<file path="config.mk">
export PLATFORM = sky130hd
export DESIGN_NAME = snitch_vfpr_seq
export DESIGN_NICKNAME = d
export VERILOG_FILES = /design/src/rtl/snitch_vfpr_seq.sv
export SDC_FILE = /design/constraint.sdc
export NUM_CORES = 1
export LEC_CHECK = 0
export BUFFER_PORTS_ARGS = -buffer_cell sky130_fd_sc_hd__clkbuf_2
export CAP_MARGIN = 20
export CORE_ASPECT_RATIO = 1.5
export CORE_UTILIZATION = 47
export DETAILED_ROUTE_END_ITERATION = 12
export PLACE_DENSITY = 0.86
export REMOVE_ABC_BUFFERS = 1
export SYNTH_ARGS = -nofsm -noshare
export SYNTH_HDL_FRONTEND = slang
export SYNTH_SLANG_ARGS = --single-unit
</file>
<file path="constraint.sdc">
create_clock -name clk_i -period 2.84 [get_ports clk_i]
set_input_delay 0.71 -clock clk_i [delete_from_list [all_inputs] [get_ports clk_i]]
set_output_delay 0.71 -clock clk_i [all_outputs]
set_load 0.005 [all_outputs]
</file>
<file path="src/rtl/snitch_vfpr_seq.sv">
// snitch_vfpr_seq: turns whole-vector-register read/write commands into element-wise TCDM requests.
// Build option: define SNITCH_VFPR_SEQ_PERF_EN to add the stall_cycles_o counter output.
module snitch_vfpr_seq #(
    parameter int unsigned DataWidth      = 64,
    parameter int unsigned AddrWidth      = 32,
    parameter int unsigned NumVRegs       = 32,
    parameter int unsigned VLenMax        = 16,
    parameter int unsigned MaxOutstanding = 4,
    parameter type tcdm_req_t = struct packed {
        logic q_valid;
        struct packed {
            logic [AddrWidth-1:0]   addr;
            logic                   write;
            logic [3:0]             amo;
            logic [DataWidth-1:0]   data;
            logic [DataWidth/8-1:0] strb;
            logic                   user;
        } q;
    },
    parameter type tcdm_rsp_t = struct packed {
        logic q_ready;
        logic p_valid;
        struct packed {
            logic [DataWidth-1:0] data;
        } p;
    }
) (
    input  logic                          clk_i,
    input  logic                          rst_i,
    input  logic                          cmd_valid_i,
    output logic                          cmd_ready_o,
    input  logic                          cmd_write_i,
    input  logic [$clog2(NumVRegs)-1:0]   cmd_vreg_i,
    input  logic [$clog2(VLenMax):0]      cmd_len_i,
    input  logic                          wdata_valid_i,
    output logic                          wdata_ready_o,
    input  logic [DataWidth-1:0]          wdata_i,
    output logic                          rdata_valid_o,
    input  logic                          rdata_ready_i,
    output logic [DataWidth-1:0]          rdata_o,
    output logic                          busy_o,
`ifdef SNITCH_VFPR_SEQ_PERF_EN
    output logic [31:0]                   stall_cycles_o,
`endif
    output tcdm_req_t                     vfpr_req_o,
    input  tcdm_rsp_t                     vfpr_rsp_i
);
    localparam int unsigned VW = $clog2(NumVRegs);
    localparam int unsigned IW = $clog2(VLenMax);
    localparam int unsigned LW = IW + 1;
    localparam int unsigned OW = $clog2(DataWidth / 8);
    localparam int unsigned CW = $clog2(MaxOutstanding + 1);
    localparam int unsigned PW = $clog2(MaxOutstanding);
    localparam logic [1:0] IDLE  = 2'd0;
    localparam logic [1:0] ISSUE = 2'd1;
    localparam logic [1:0] DRAIN = 2'd2;

    logic [1:0]           state_q, state_d;
    logic                 write_q;
    logic [VW-1:0]        vreg_q;
    logic [LW-1:0]        len_q, idx_q, len_clamp;
    logic [CW-1:0]        out_q, out_d, cnt_q;
    logic [PW-1:0]        wptr_q, rptr_q;
    logic [DataWidth-1:0] mem_q [MaxOutstanding];
    logic                 cmd_acc, credit, q_valid, acc, last, rsp, push, pop;

    assign cmd_ready_o   = state_q == IDLE;
    assign cmd_acc       = cmd_valid_i & cmd_ready_o;
    assign len_clamp     = (cmd_len_i > LW'(VLenMax)) ? LW'(VLenMax) : cmd_len_i;
    // Credits cover both in-flight requests and buffered responses, so the FIFO can never overflow.
    assign credit        = 32'(out_q) + 32'(cnt_q) < MaxOutstanding;
    assign q_valid       = (state_q == ISSUE) & credit & (~write_q | wdata_valid_i);
    assign acc           = q_valid & vfpr_rsp_i.q_ready;
    assign last          = idx_q == len_q - LW'(1);
    // Responses with nothing outstanding (e.g. stragglers around reset) are ignored.
    assign rsp           = vfpr_rsp_i.p_valid & (out_q != '0);
    assign push          = rsp & ~write_q;
    assign pop           = rdata_valid_o & rdata_ready_i;
    assign out_d         = out_q + CW'(acc) - CW'(rsp);
    assign wdata_ready_o = acc & write_q;
    assign rdata_valid_o = cnt_q != '0;
    assign rdata_o       = mem_q[rptr_q];
    assign busy_o        = (state_q != IDLE) | (out_q != '0) | rdata_valid_o;
    // DRAIN leaves on the edge that retires the last response, so cmd_ready_o rises the next cycle.
    assign state_d = (state_q == IDLE)  ? ((cmd_acc && cmd_len_i != '0) ? ISSUE : IDLE) :
                     (state_q == ISSUE) ? ((acc && last) ? DRAIN : ISSUE) :
                     ((out_d == '0) ? IDLE : DRAIN);

    // Request fields are zero whenever no request is presented.
    always_comb begin
        vfpr_req_o         = '0;
        vfpr_req_o.q_valid = q_valid;
        if (q_valid) begin
            vfpr_req_o.q.addr  = AddrWidth'({vreg_q, idx_q[IW-1:0], {OW{1'b0}}});
            vfpr_req_o.q.write = write_q;
            vfpr_req_o.q.data  = write_q ? wdata_i : '0;
            vfpr_req_o.q.strb  = '1;
        end
    end

    // Command sequencing state, element index and outstanding-request count.
    always_ff @(posedge clk_i or posedge rst_i) begin
        if (rst_i) begin
            state_q <= IDLE;
            write_q <= 1'b0;
            vreg_q  <= '0;
            len_q   <= '0;
            idx_q   <= '0;
            out_q   <= '0;
        end else begin
            state_q <= state_d;
            out_q   <= out_d;
            if (cmd_acc) begin
                write_q <= cmd_write_i;
                vreg_q  <= cmd_vreg_i;
                len_q   <= len_clamp;
                idx_q   <= '0;
            end else if (acc) begin
                idx_q <= idx_q + LW'(1);
            end
        end
    end

    // Response FIFO pointers and occupancy.
    always_ff @(posedge clk_i or posedge rst_i) begin
        if (rst_i) begin
            wptr_q <= '0;
            rptr_q <= '0;
            cnt_q  <= '0;
        end else begin
            if (push) wptr_q <= wptr_q + PW'(1);
            if (pop) rptr_q <= rptr_q + PW'(1);
            cnt_q <= cnt_q + CW'(push) - CW'(pop);
        end
    end

    // Response FIFO storage; contents need no reset.
    always_ff @(posedge clk_i) begin
        if (push) mem_q[wptr_q] <= vfpr_rsp_i.p.data;
    end

    fifo_no_overflow: assert property (@(posedge clk_i) disable iff (rst_i)
        !(push && !pop && cnt_q == CW'(MaxOutstanding)));

`ifdef SNITCH_VFPR_SEQ_PERF_EN
    logic stall;
    assign stall = (state_q == ISSUE) & (~credit | (q_valid & ~vfpr_rsp_i.q_ready));
    // Saturating count of cycles the sequencer wanted to issue but could not.
    always_ff @(posedge clk_i or posedge rst_i) begin
        if (rst_i) stall_cycles_o <= '0;
        else if (stall && stall_cycles_o != '1) stall_cycles_o <= stall_cycles_o + 32'd1;
    end
`endif
endmodule
</file>
==> metrics <==
YS warnings 0; clk_lat worst skew 0.52 ns; CP bufs+invs 3; Slew @ Worst Pin around 0.73 ns; Area after DPL around 14000 um^2; CTS H-tree depth 1; final WL 28.6 mm; crit path cell chain ha_2, nor4_4, nand3_2, nor2_4, buf_6, clkbuf_16, and2_4, clkbuf_2; layout cells sized above 1 0.548; Slew HR 0.512; FF-to-FF Start out_q[2]; clock skew 0.0180 ns; drt via density 5.20; Layout Cells excl Fill 1282; synthesized flop and latch total 284; commonest non-fill, non-tap cell in the layout clkbuf_2; first-pass GRT wire length 40.6 mm; mean post-synth cell area 19.3 um^2; nets@finish 1099; Placer Congestion approximately 0.94; initial drt markers 350; Core Box Area 23900 um^2; min-delay worst type in -> async; initial antenna violation count 4; CTS root buf clkbuf_16; P per Cell Area 976 nW/um^2; sequential-to-total area share from yosys stat 0.727; Die Width ~130 um; end of the worst register-to-register path state_q[1]; CP Class reg -> out; status finished, violations left; Max Fclk 0.325 GHz; Mapped Area 11500 um^2; largest net degree at the start of global routing 34; critical path capture point type output port; Worst path slowest cell dfrtp_1; distinct cell type count after synthesis 38; Tmin final 3.08 ns; hold slack between 0.2 and 0.25 ns; IO Pins 325; largest fanout on the critical path 8; Mapped Cells 599; area share of the largest cell type after synthesis 0.666; Placed Cells 1208; leakage power 0.00593 uW; Tcrit/Tclk final 1.08; GR Overflow Total 0; # setup viols final 85; crit-path leading delay family simple AND/OR/NAND/NOR gates; wire per inst 22.3 um; final slew viol count 0; initial cell density of the core 0.482; top cells by area, synth edfxtp_1 67%, mux4_2 12%, dfrtp_1 6.1%; Chip Height 194 um; Main synth FF type edfxtp_1; EDFF count, synth 256; reg-to-reg setup timing slack -0.15 ns; Final ANT Viol Nets 0; end of the critical path vfpr_req_o[49]; CP max stage delay 0.39 ns; fill count 1656; via count 6662; cell count of the worst reg-to-reg path 14; Total GRT Usage 0.223; Remaining DRCs 0; Final Cell Area between 15000 and 20000 um^2; Power Total 14700 uW; Hold Vio Cnt, Final 0; Inserted Clock Buffers 26; Worst VDD drop 0.000691 V; final setup margin -0.238 ns; Max Cap Viol 0; detailed placement HPWL between 15 and 20 mm; vias in the first global route about 6900; CP arrival between 2 and 2.5 ns; CTS tree done; PortBufs 296; share of flip-flops with an asynchronous set or reset 0.0986; Area Growth Syn to Fin 30.7%; Clock transition at path regs 0.07 ns; Data required, critical path ~2.1 ns; commonest cells after routing, fill and taps aside 264 x clkbuf_2, 256 x edfxtp_1, 64 x mux4_2; failing checks negative setup slack; startpoint types flop; dpl ws -0.273 ns; CTS Sinks 284; area leader, netlist edfxtp_1; First-pass DRT Iterations 4; FP Rows 69; Worst path depth 8; RSZ-0062 raised after global routing true; clock buffer depth 3; area of the die 25200 um^2; CP startpoint out_q[2]
[metal layers]
metal,GRT usage,part of all wire,vias up
met1,0.243,0.34,3312
met2,0.416,0.54,349
met3,0.0419,0.060,62
met5,0,0,-
li1,-,-,2939
met4,0.0900,0.056,0
[tightest hold or removal path, stage by stage]
cell	delay [ns]
clkbuf_2	0.08
inv_1	0.04
buf_4	0.33
[power breakdown]
group          total, uW  internal [uW]  leakage, uW  switching [uW]
Clock               3740           2280     0.000463            1450
Combinational       5190           2770      0.00280            2420
Sequential          5780           5410      0.00267             372
Total              14700          10500      0.00593            4250
[registers in the layout, indices dropped and copies added (netlist names), 3 cells and up]
signal / cells
cnt_q: 3
idx_q: 5
len_q: 5
mem_q: 256
out_q: 3
vreg_q: 5
[what timing repair did]
item                       CTS  global route
hold buffers                 0             0
gates resized for setup     12           110
gates cloned                 3             4
setup endpoints to repair   85            85
setup buffers               13             5
pin swaps                    5            41
[metrics by stage]
step / TNS, ns / utilization
6_report: -13.35 / 0.630
5_1_grt: -20.36 / 0.630
4_1_cts: -9.89 / 0.613
3_5_place_dp: -0.273 / 0.565
3_3_place_gp: -0.170 / 0.565
2_1_floorplan: -196.60 / -
[worst min path at each step]
stage	startpoint	to	slack, ns	cells after the start
after floorplan	cnt_q[2]	cnt_q[2]	0.46	1
after global placement	vreg_q[2]	vreg_q[2]	0.49	1
after detailed placement	vreg_q[2]	vreg_q[2]	0.49	1
after CTS	rst_i	len_q[3]	0.22	3
after global routing	rst_i	len_q[3]	0.28	3
final	rst_i	len_q[3]	0.23	3
[area by class of cell]
class,instances,area (um^2),area share
Multi-Input combinational cell,265,2960,0.196
Sequential cell,284,8400,0.557
Clock buffer,29,683,0.0453
Tap cell,319,399,0.0265
Inverter,17,67.6,0.00448
Timing Repair inverter,1,7.51,0.000498
Timing Repair Buffer,344,2300,0.153
Clock inverter,19,253,0.0168
Antenna cell,4,10.0,0.000664
[cell families (layout without fill, tap and decap cells)]
| group | after synthesis | after routing | share of synthesized area |
|---|---|---|---|
| AND/OR/NAND/NOR | 120 | 120 | 0.0644 |
| flip-flops | 284 | 284 | 0.727 |
| multiplexers | 74 | 74 | 0.134 |
| adder cells (fa/ha/maj) | 14 | 14 | 0.0165 |
| XOR/XNOR | 12 | 12 | 0.00911 |
| other | 1 | 32 | 0.000325 |
| buffers and inverters | 77 | 410 | 0.0388 |
| AO/OA/AOI/OAI | 17 | 17 | 0.00933 |
[synthesized netlist by cell type, drive strengths merged, types with 8 or more instances]
master  count
edfxtp    256
nand2       8
mux2        8
mux4       64
inv        17
and2       82
buf        52
ha         12
dfrtp      28
clkbuf      8
xnor2      10
(Power assumes the default switching activity.)
